$ cat config.mk
export PLATFORM = sky130hd
export DESIGN_NAME = ccff_chain_prober
export DESIGN_NICKNAME = d
export VERILOG_FILES = /design/src/rtl/ccff_chain_prober.sv
export SDC_FILE = /design/constraint.sdc
export NUM_CORES = 1
export LEC_CHECK = 0
export CAP_MARGIN = 10
export CORE_ASPECT_RATIO = 0.5
export CORE_MARGIN = 2
export CORE_UTILIZATION = 52
export DETAILED_ROUTE_END_ITERATION = 8
export MAX_ROUTING_LAYER = met4
export PLACE_DENSITY = 0.78
export SETUP_SLACK_MARGIN = 0.4
export SLEW_MARGIN = 10
export SYNTH_ARGS = -nofsm -noshare
export SYNTH_HDL_FRONTEND = slang
export SYNTH_SLANG_ARGS = --single-unit
export TNS_END_PERCENT = 10
$ cat constraint.sdc
create_clock -name prog_clk -period 2.3 [get_ports prog_clk]
set_input_delay 0.46 -clock prog_clk [delete_from_list [all_inputs] [get_ports prog_clk]]
set_output_delay 0.46 -clock prog_clk [all_outputs]
set_load 0.02 [all_outputs]
$ cat src/rtl/ccff_chain_prober.sv
// ccff_chain_prober: self-test engine for FPGA configuration chains on the
// prog_clk domain. Each run flushes every chain, drives a PULSE_LEN-cycle
// marker into ccff_head and times its arrival at ccff_tail. It reports the
// first-arrival cycle index and a per-chain pass/fail verdict.
//
// Optional feature macro: CCFF_PROBE_DUAL_POLARITY_EN
//   defined   : a second flush/inject/track pass follows with inverted levels
//               (flush with 1s, 0-marker). A chain must pass both passes.
//   undefined : single pass only.
//
// Handshake: start is a one-cycle request that is sampled only in IDLE.
// A request in any other state is dropped and never queued. busy is high
// for the whole run. done pulses for one cycle after busy falls. The
// verdicts (chain_ok, pass) update in that done cycle. They hold until the
// next accepted start.
module ccff_chain_prober #(
  parameter int NUM_CHAINS = 1,
  parameter int CHAIN_LEN  = 29696,
  parameter int PULSE_LEN  = 1,
  parameter int MARGIN     = 8,
  parameter int CNT_W      = 16
) (
  input  logic                        prog_clk,
  input  logic                        prog_reset,
  input  logic                        start,
  output logic                        busy,
  output logic                        done,
  output logic                        pass,
  output logic [NUM_CHAINS-1:0]       chain_ok,
  output logic [NUM_CHAINS*CNT_W-1:0] meas_len,
  output logic [NUM_CHAINS-1:0]       ccff_head,
  input  logic [NUM_CHAINS-1:0]       ccff_tail,
  output logic [2:0]                  state_dbg
);

  typedef enum logic [2:0] {
    S_IDLE   = 3'd0,
    S_FLUSH  = 3'd1,
    S_INJECT = 3'd2,
    S_TRACK  = 3'd3,
    S_DONE   = 3'd4
  } state_t;

  // Last counter value of each phase, and the window in which the marker must be seen.
  localparam logic [CNT_W-1:0] FLUSH_LAST = CNT_W'(CHAIN_LEN - 1);
  localparam logic [CNT_W-1:0] INJ_LAST   = CNT_W'(PULSE_LEN - 1);
  localparam logic [CNT_W-1:0] TRACK_LAST = CNT_W'(CHAIN_LEN + PULSE_LEN + MARGIN - 1);
  localparam logic [CNT_W-1:0] WIN_LO     = CNT_W'(CHAIN_LEN);
  localparam logic [CNT_W-1:0] WIN_HI     = CNT_W'(CHAIN_LEN + PULSE_LEN - 1);
  localparam logic [CNT_W-1:0] CNT_ONE    = CNT_W'(1);

  state_t                  state_q;
  state_t                  state_d;
  logic [CNT_W-1:0]        cnt_q;
  logic                    pol;        // level polarity of the current pass
  logic                    pol_next;   // polarity the next state will run with
  logic                    last_pass;  // TRACK of this pass ends the run
  logic                    sampling;
  logic                    in_win;
  logic                    exp_lvl;
  logic                    mark_lvl;
  logic                    head_lvl_d;
  logic [NUM_CHAINS-1:0]   match;
  logic [NUM_CHAINS-1:0]   hit;
  logic [NUM_CHAINS-1:0]   ok_acc;

`ifdef CCFF_PROBE_DUAL_POLARITY_EN
  logic pol_q;
  logic pol_d;

  // Pass selector: a run starts in pass 1; it switches to pass 2 when TRACK loops back to FLUSH.
  always_comb begin
    pol_d = pol_q;
    if (state_q == S_IDLE) pol_d = 1'b0;
    else if (state_q == S_TRACK && state_d == S_FLUSH) pol_d = 1'b1;
  end

  // Pass register.
  always_ff @(posedge prog_clk) begin
    if (prog_reset) pol_q <= 1'b0;
    else            pol_q <= pol_d;
  end

  assign pol       = pol_q;
  assign pol_next  = pol_d;
  assign last_pass = pol_q;
`else
  assign pol       = 1'b0;
  assign pol_next  = 1'b0;
  assign last_pass = 1'b1;
`endif

  // State register.
  always_ff @(posedge prog_clk) begin
    if (prog_reset) state_q <= S_IDLE;
    else            state_q <= state_d;
  end

  // Next-state logic: phase lengths are timed by the shared counter.
  always_comb begin
    state_d = state_q;
    case (state_q)
      S_IDLE:   if (start) state_d = S_FLUSH;
      S_FLUSH:  if (cnt_q == FLUSH_LAST) state_d = S_INJECT;
      S_INJECT: if (cnt_q == INJ_LAST) state_d = S_TRACK;
      S_TRACK:  if (cnt_q == TRACK_LAST) state_d = last_pass ? S_DONE : S_FLUSH;
      S_DONE:   state_d = S_IDLE;
      default:  state_d = S_IDLE;
    endcase
  end

  // Output decode of the state.
  always_comb begin
    busy = 1'b0;
    done = 1'b0;
    case (state_q)
      S_FLUSH, S_INJECT, S_TRACK: busy = 1'b1;
      S_DONE:                     done = 1'b1;
      default:                    ;
    endcase
  end

  assign state_dbg = state_q;

  // Phase counter. It restarts at FLUSH and INJECT entry, runs on through TRACK as k, and saturates.
  always_ff @(posedge prog_clk) begin
    if (prog_reset) begin
      cnt_q <= '0;
    end else if ((state_d == S_FLUSH && state_q != S_FLUSH) ||
                 (state_d == S_INJECT && state_q != S_INJECT) ||
                 state_d == S_IDLE || state_d == S_DONE) begin
      cnt_q <= '0;
    end else if (cnt_q != '1) begin
      cnt_q <= cnt_q + CNT_ONE;
    end
  end

  // Head level for the state about to be entered, so the registered head lines up with the state.
  always_comb begin
    head_lvl_d = 1'b0;
    case (state_d)
      S_FLUSH:  head_lvl_d = pol_next;
      S_INJECT: head_lvl_d = ~pol_next;
      S_TRACK:  head_lvl_d = pol_next;
      default:  head_lvl_d = 1'b0;
    endcase
  end

  // Registered head drive.
  always_ff @(posedge prog_clk) begin
    if (prog_reset) ccff_head <= '0;
    else            ccff_head <= {NUM_CHAINS{head_lvl_d}};
  end

  assign sampling = (state_q == S_INJECT) || (state_q == S_TRACK);
  assign in_win   = (cnt_q >= WIN_LO) && (cnt_q <= WIN_HI);
  assign exp_lvl  = in_win ^ pol;
  assign mark_lvl = ~pol;

  // Per-chain tail compare. A tail that is not exactly the expected level (X/Z included) fails.
  always_comb begin
    match = '1;
    hit   = '0;
    for (int i = 0; i < NUM_CHAINS; i++) begin
      if (sampling) begin
        if (ccff_tail[i] == exp_lvl) match[i] = 1'b1;
        else                         match[i] = 1'b0;
        if (ccff_tail[i] == mark_lvl) hit[i] = 1'b1;
      end
    end
  end

  // Result tracking: clear on an accepted start, accumulate while sampling, publish the verdict on DONE entry.
  always_ff @(posedge prog_clk) begin
    if (prog_reset) begin
      chain_ok <= '0;
      pass     <= 1'b0;
      meas_len <= '1;
      ok_acc   <= '0;
    end else if (state_q == S_IDLE && start) begin
      chain_ok <= '0;
      pass     <= 1'b0;
      meas_len <= '1;
      ok_acc   <= '1;
    end else if (sampling) begin
      ok_acc <= ok_acc & match;
      for (int i = 0; i < NUM_CHAINS; i++) begin
        if (hit[i] && meas_len[i*CNT_W +: CNT_W] == '1) meas_len[i*CNT_W +: CNT_W] <= cnt_q;
      end
      if (state_d == S_DONE) begin
        chain_ok <= ok_acc & match;
        pass     <= &(ok_acc & match);
      end
    end
  end

endmodule
Word-level counts from Yosys, hierarchy flattened

Cells that the tools add are included.

$add $sub $neg: 1
Multiplexer cells: 14
Order comparisons: 2
Eq/ne operators: 14
Reduce and logical (&&, ||, !) cells: 18
Bitwise logic cells: 1

Operator list:

| operator                                                         | number |
|---|---|
| equality test 16 x 15 -> 1 bit, second input constant            | 2 |
| adder 16 x 1 -> 16 bit, second input constant                    | 1 |
| equality test 16 bit, second input constant                      | 1 |
| >= comparator 16 x 15 -> 1 bit, second input constant            | 1 |
| less-or-equal comparator 16 x 15 -> 1 bit, second input constant | 1 |
| zero test 16 bit                                                 | 1 |
| inequality test 16 bit, second input constant                    | 1 |
| 2-to-1 mux 3 bit                                                 | 4 |
| case mux 3 bit (4 select lines)                                  | 1 |
| equality test 3 x 2 -> 1 bit, second input constant              | 3 |
| 2-to-1 mux 1 bit                                                 | 9 |
| equality test 3 x 1 -> 1 bit, second input constant              | 2 |
| equality test 3 bit, second input constant                       | 2 |
| zero test 3 bit                                                  | 2 |
| logical AND 1 bit                                                | 5 |
| logical OR 1 bit                                                 | 4 |
| AND reduction 2 bit                                              | 2 |
| OR reduction 2 bit                                               | 2 |
| inequality test 3 x 1 -> 1 bit, second input constant            | 1 |
| inequality test 3 x 2 -> 1 bit, second input constant            | 1 |
| OR reduction 3 bit                                               | 1 |
| nonzero test 2 bit                                               | 1 |
| AND 1 bit                                                        | 1 |
| equality test 1 bit                                              | 1 |

Output and inout port bits: 24
Register bits after elaboration: 38
Logic and storage cells: 56
Input bits: 4

Depth between registers and ports, before layout

Gate-level depths: netlist of the first run.

Depth in word-level cells: 9
Depth in mapped cells: 8
Gate-level depth less buffers: 7

Least setup slack after synthesis of the first run

OpenSTA, ideal clock, no wires.

Kind: register -> register
Start: reg cnt_q[0]
End: reg chain_ok
Arrival: 2.022 ns
Clock period less this slack: 2.092 ns
Data required time: 2.230 ns
Path buffers: 0
Setup slack: 0.208 ns
Library setup time: 0.070 ns
Cell stages (with the launch flop): 8
Path through: dfxtp_1 inv_1 ha_1 or4b_1 nor4_4 nand2_2 or4b_1 a21boi_1

Cells in the longest elaborated chain, start to end: 6
Elaborated cells on any way between the ends: 16
Classes of those cells: order compare (2); eq/ne (4); mux (6); bitwise (1); reduce/logical (3)

RTL lines:

| item                                                                                               | line | RTL |
|---|---|---|
| from (decl)                                                                                        | 54   | `logic [CNT_W-1:0] cnt_q;` |
| from (signal assigned)                                                                             | 134  | `cnt_q <= cnt_q + CNT_ONE;` |
| >= comparator 16 x 15 -> 1 bit / less-or-equal comparator 16 x 15 -> 1 bit (equally long branches) | 156  | `assign in_win = (cnt_q >= WIN_LO) && (cnt_q <= WIN_HI);` |
| logical AND 1 bit                                                                                  | 156  |  |
| equality test 1 bit                                                                                | 166  | `if (ccff_tail[i] == exp_lvl) match[i] = 1'b1;` |
| 2-to-1 mux 1 bit                                                                                   | 166  |  |
| 2-to-1 mux 1 bit                                                                                   | 165  | `if (sampling) begin` |
| AND 1 bit                                                                                          | 191  | `chain_ok <= ok_acc & match;` |
| to (signal assigned)                                                                               | 191  |  |
| to (decl)                                                                                          | 29   | `output logic [NUM_CHAINS-1:0] chain_ok,` |

Parallel ways exist; a longest one is shown, timed or not.
A chain may end at the register's enable or synchronous reset.

Final worst setup path of the first run

Ends and elaborated chain as after synthesis.

==> impl_metrics.toml, run 1 <==
[outcome]
status = "finished clean"

[worst_setup_path]
cp.required_ns = 2.53
startpoint = "cnt_q[0]"
endpoint_kind = "register"
crit_type = "reg -> reg"
arrival_ns = 2.34
worst_setup_path_start_kind = "register"
reg2reg_from = "cnt_q[0]"
path_max_fanout = 4

[pwr]
vdd_drop_max_v = 0.000218
p_leak_nw = 0.807
p_per_area_mw_per_mm2 = 541
p_total_mw = 1.22

[final_layout]
final_cells = 286
antenna_cells = 0
nFillCells = 235
synthToLayoutAreaGrowth_pct = 28.2
seq_area_um2 = 763
drive_gt1_share_pct = 15.9
fin_area_mm2 = 0.00225
multi_input_area_um2 = 941
nets = 251

[yosys]
synthesis.area_mm2 = 0.00176
ys_types = 45
synth_top_family_by_area = "simple AND/OR/NAND/NOR gates"
yosys.area_share.simple_pct = 32.1
synthTopCellsByArea = "dfxtp_1 (43%), o21ai_0 (6.0%), nand2_1 (4.9%), nor2_1 (4.9%), xor2_1 (3.5%)"
ys_ff_latch = 38
yosysTopAreaCellShare_pct = 43.3
avgSynthCellArea_um2 = 8.48
synthXorXnorAreaFrac_pct = 4.49
synth_edf_count = 0
muxShareOfSynthArea_pct = 0.570
synth_compound_area_share_pct = 12.3
synth_fa_ha_area_share_pct = 1.43
synth_top_area_cell = "dfxtp_1"
async_flop_share_pct = 0
synth_seq_area_share_pct = 43.3
yosys.cell_count.top_type = "dfxtp_1"
synth_fp_nets = 213
ys_warn_count = 0
syn_inst = 207
synthFlopType = "dfxtp_1"
synthTopCellsByCount = "dfxtp_1 (38), nand2_1 (23), nor2_1 (23)"

[timing]
tns_ns = 0
skew_ns = 0.00863
finalSetupViolations = 0
period_needed_ns = 2.12
final.period_utilization_pct = 92.2
slew_headroom_pct = 57.0
timing.hold.ws_ns = 0.483
rsz0062_at_grt = "true"
fmax_mhz = 472
worst_pin_slew_ns = 0.640
finalHoldViolations = 0
drv_slew = 0

[placed_design]
placed_area_mm2 = 0.00210
dpl.hpwl_um = 3260
gp_congestion = 0.923
numPortBuffers = 27
placed_cells = 277

[worst_hold_path]
min_from = "meas_len[3]"
hold_path.class = "reg -> reg"

[drt]
drc_errors = 0
vias = 1682
routed_wl_um = 4370
first_iter_violations = 156
dr.pass1.iters = 4
wl_per_cell_um = 15.3
ant_nets = 0
vias_per_cell = 5.88

[cts]
cts_tree = "yes"
clock-sinks = 38
cts_hold_buffers = 0
clk_pin_slew_worst_paths_ns = 0.08
clk_latency_ns = 0.29
cts_root_buf = "clkbuf_8"
clockBufferDepth = 2
cts_max_level = 2
cts_made_buffers = 5

[die]
ios = 28
die_h_um = 45.1
initial_core_util_pct = 56.6
num_rows = 14
design.die.area_mm2 = 0.00388
die_w_um = 86.2
coreArea_mm2 = 0.00310

[global_routing]
grt_max_degree = 18
gr-total-overflow = 0
grt_first_pass_wirelength_um = 7250
antenna_found_initial = 0
grt_use_total_pct = 25.5
grt_pass1_vias = 1510

[flow_run]
cap_violations = 0
==> logic make-up after synthesis <==
kind of cell / Yosys count
AND/OR/NAND/NOR: 105
flip-flops: 38
AO/OA/AOI/OAI: 36
buffers and inverters: 16
XOR/XNOR: 9
adder cells (fa/ha/maj): 2
multiplexers: 1
==> placed cells by master (no fill, tap or decap), types with 2 or more instances in the layout <==
| master | netlist | layout |
|---|---|---|
| inv_2 | 0 | 2 |
| clkdlybuf4s50_1 | 0 | 27 |
| or3_1 | 4 | 4 |
| inv_1 | 5 | 3 |
| a21oi_1 | 3 | 3 |
| xor2_1 | 7 | 7 |
| nor3b_1 | 3 | 3 |
| a211oi_1 | 2 | 2 |
| o2111ai_1 | 3 | 3 |
| nand2_1 | 23 | 23 |
| and3_1 | 5 | 5 |
| nand3_1 | 10 | 10 |
| or4_1 | 2 | 2 |
| o21ai_0 | 21 | 21 |
| nand4_1 | 7 | 7 |
| nor4_4 | 1 | 2 |
| dfxtp_1 | 38 | 36 |
| dfxtp_2 | 0 | 2 |
| xnor2_1 | 2 | 2 |
| nor2_1 | 23 | 23 |
| clkbuf_8 | 1 | 6 |
| nor4_1 | 3 | 2 |
| nor3_1 | 10 | 9 |
| buf_4 | 2 | 15 |
| and2_1 | 2 | 2 |
==> critical path, stage by stage (launching register included) <==
cell and delay, ns:
dfxtp_2 0.33, inv_2 0.07, ha_4 0.13, or4b_4 0.47, nor4_4 0.33, nand2_2 0.14
or4b_1 0.47, a21boi_1 0.12
==> layout make-up <==
cell class / instances / area share, %
Multi-Input combinational cell: 153 / 41.8
Sequential cell: 38 / 33.9
Timing Repair Buffer: 42 / 17.0
Clock buffer: 6 / 3.67
Tap cell: 40 / 2.22
Inverter: 5 / 0.834
Clock inverter: 2 / 0.556
==> routing by layer <==
| metal | GRT usage (%) | wire length [um] | part of all wire (%) | up-vias |
|---|---|---|---|---|
| met1 | 35.8 | 2080 | 48 | 787 |
| met5 | - | 0 | 0 | - |
| met2 | 37.8 | 1820 | 42 | 74 |
| met4 | 5.63 | 48 | 1.1 | 0 |
| met3 | 6.22 | 421 | 9.6 | 9 |
| li1 | - | - | - | 812 |
==> flip-flops by register name, summed over array words and instances, names as in the netlist <==
name       cells
cnt_q         16
meas_len      16
state_dbg      3
ccff_head      1
chain_ok       1
ok_acc         1
==> through the flow <==
step	util (%)	worst slack (ns)
finish	72.6	0.180
global route	72.6	0.0611
CTS	71.9	0.173
detailed placement	67.8	0.0688
global placement	67.8	0.0627
floorplan	-	0.295
==> power by group <==
part           switching [mW]  leakage (nW)  internal (mW)
logic                  0.0385         0.451         0.0347
clock network           0.238        0.0472          0.241
registers             0.00362         0.308          0.662
==> what timing repair did <==
item | 4_1_cts | 5_1_grt
buffers inserted | 0 | 1
endpoints found under the setup margin | 23 | 40
gates resized for setup | 7 | 3
pin swaps | 0 | 2
==> final timing paths <==
path                 endpoint  slack [ns]  cells after the start
hold / removal    meas_len[3]        0.48                      2
setup / recovery     chain_ok        0.18                      7
setup reg to reg     chain_ok        0.18                      7
hold reg to reg   meas_len[3]        0.48                      2
Note: power is estimated with default switching activity, not from simulation.
==> run 2, diff against run 1 <==
CELL_PAD_IN_SITES_DETAIL_PLACEMENT = 0   (was default)
CELL_PAD_IN_SITES_GLOBAL_PLACEMENT = 2   (was default)
CORE_UTILIZATION = 31   (was 52)
PLACE_DENSITY = default   (was 0.78)
PLACE_DENSITY_LB_ADDON = 0.1   (was default)
==> impl_metrics.toml, run 2 (synthesis results as in run 1) <==
[timing]
fmax_mhz = 478
period_needed_ns = 2.09
tns_ns = 0
finalSetupViolations = 0
final.period_utilization_pct = 91.0
worst_pin_slew_ns = 0.599
finalHoldViolations = 0
slew_headroom_pct = 59.7
drv_slew = 0
rsz0062_at_grt = "true"
skew_ns = 0.00626

[worst_setup_path]
path_cells = "inv_1 -> ha_1 -> or4b_4 -> nor4_4 -> o31ai_1 -> or3b_1 -> nor3b_1"
r2r_setup_slack_ns = 0.21
crit_type = "reg -> reg"
cp_top_family = "simple AND/OR/NAND/NOR gates"
worst_setup_path_start_kind = "register"
cp.buffers_inverters = 1
slowest_stage = "or4b_4"
cp.required_ns = 2.46
reg2reg_from = "cnt_q[0]"
r2r_end = "state_dbg[0]"
endpoint_kind = "register"
crit_path_max_incr_delay_ns = 0.49
rr_worst_depth = 7
path_max_fanout = 3
arrival_ns = 2.26

[die]
initial_core_util_pct = 32.1
ios = 28
design.die.area_mm2 = 0.00632
num_rows = 19
die_w_um = 110
die_h_um = 57.2
coreArea_mm2 = 0.00547

[global_routing]
grt_pass1_vias = 1492
antenna_found_initial = 0
grt_first_pass_wirelength_um = 7870
grt_max_degree = 18
grt_use_total_pct = 16.7
gr-total-overflow = 0

[final_layout]
drive_gt1_share_pct = 16.9
utilization_pct = 43.7
final_cell_mix = "dfxtp_1 (35), clkdlybuf4s50_1 (26), nand2_1 (23)"
nets = 253
synthToLayoutAreaGrowth_pct = 36.2
final_common_cell = "dfxtp_1"
antenna_cells = 0

[cts]
clock-sinks = 38
cts_made_buffers = 5
cts_hold_buffers = 0
clk_latency_ns = 0.28
clk_pin_slew_worst_paths_ns = 0.06
cts_root_buf = "clkbuf_16"
post_cts_buffers = 0
cts_tree = "yes"
clockBufferDepth = 2
cts_max_level = 2

[drt]
vias = 1649
dr.pass1.iters = 4
ant_nets = 0
vias_per_cell = 5.14
routed_wl_um = 4900
drc_errors = 0
wl_per_cell_um = 15.3
first_iter_violations = 76

[pwr]
p_per_area_mw_per_mm2 = 684
p_leak_nw = 0.867
vdd_drop_max_v = 0.000326

[placed_design]
gp_congestion = 0.857
dpl.hpwl_um = 3770
numPortBuffers = 27

[worst_hold_path]
hold_path.class = "reg -> reg"
min_from = "meas_len[2]"
min_path_cells = 2
hold_path_end = "meas_len[2]"

[outcome]
status = "finished clean"

[flow_run]
cap_violations = 0
run 2: changes by cell type in the layout (fill, tap and decap cells not counted), sizes merged:
cell	change
bufinv	+2
clkinvlp	-1
buf	+2
clkbuf	-1
clkdlybuf4s50	-1
dlygate4sd2	+1
run 2: repair_timing:
item | 4_1_cts | 5_1_grt
setup endpoints to repair | 23 | 40
gates cloned | 0 | 1
hold endpoints to repair | 0 | 0
resized for setup | 5 | 5
pin swaps | 1 | 3
run 2: cell type report:
class / count / area, um^2
clock buffers: 5 / 125
clock inverters: 3 / 68.8
fillers: 573 / 3080
inverters: 5 / 18.8
multi-input cells: 153 / 925
flip-flops and latches: 38 / 764
well taps: 73 / 91.3
repair buffers: 44 / 398
run 2: metrics by stage:
stage               hold WS (ns)  setup WS [ns]  instances  total power, mW  instance area (um^2)
floorplan                  0.468          0.295        207            0.719                  1760
global placement           0.465          0.169        312            0.749                  2160
detailed placement         0.472          0.160        312            0.749                  2160
CTS                        0.481          0.230        320             1.66                  2370
global route               0.492         0.0694        321             1.70                  2390
finish                     0.479          0.207        321             1.64                  2390
run 2: worst min-delay path, delay by kind of cell, from the launching register on:
kind / cells / cell delay [ns]
compound gates: 1 / 0.07
flops: 1 / 0.32
simple gates: 1 / 0.05
run 2: worst max path at each step:
stage | from | end | slack (ns) | cells after the start
final | cnt_q[0] | state_dbg[0] | 0.21 | 7
after global routing | cnt_q[1] | state_dbg[0] | 0.07 | 7
after CTS | cnt_q[1] | state_dbg[0] | 0.23 | 7
after detailed placement | ccff_tail | meas_len[12] | 0.16 | 6
after global placement | cnt_q[0] | cnt_q[12] | 0.17 | 8
after floorplan | cnt_q[1] | chain_ok | 0.30 | 7
run 2: where the power goes:
group          switching, mW  internal (mW)
clock                  0.272          0.623
combinational         0.0396         0.0333
sequential           0.00434          0.663
total                  0.316           1.32
run 2: routing by layer:
layer  up-vias  global-route usage (%)  share of wire, %
met5         -                       -                 0
met4         0                    3.21              0.61
met3         4                    4.36               5.4
met2        37                    23.2                39
met1       785                    24.4                55
li1        823                       -                 -
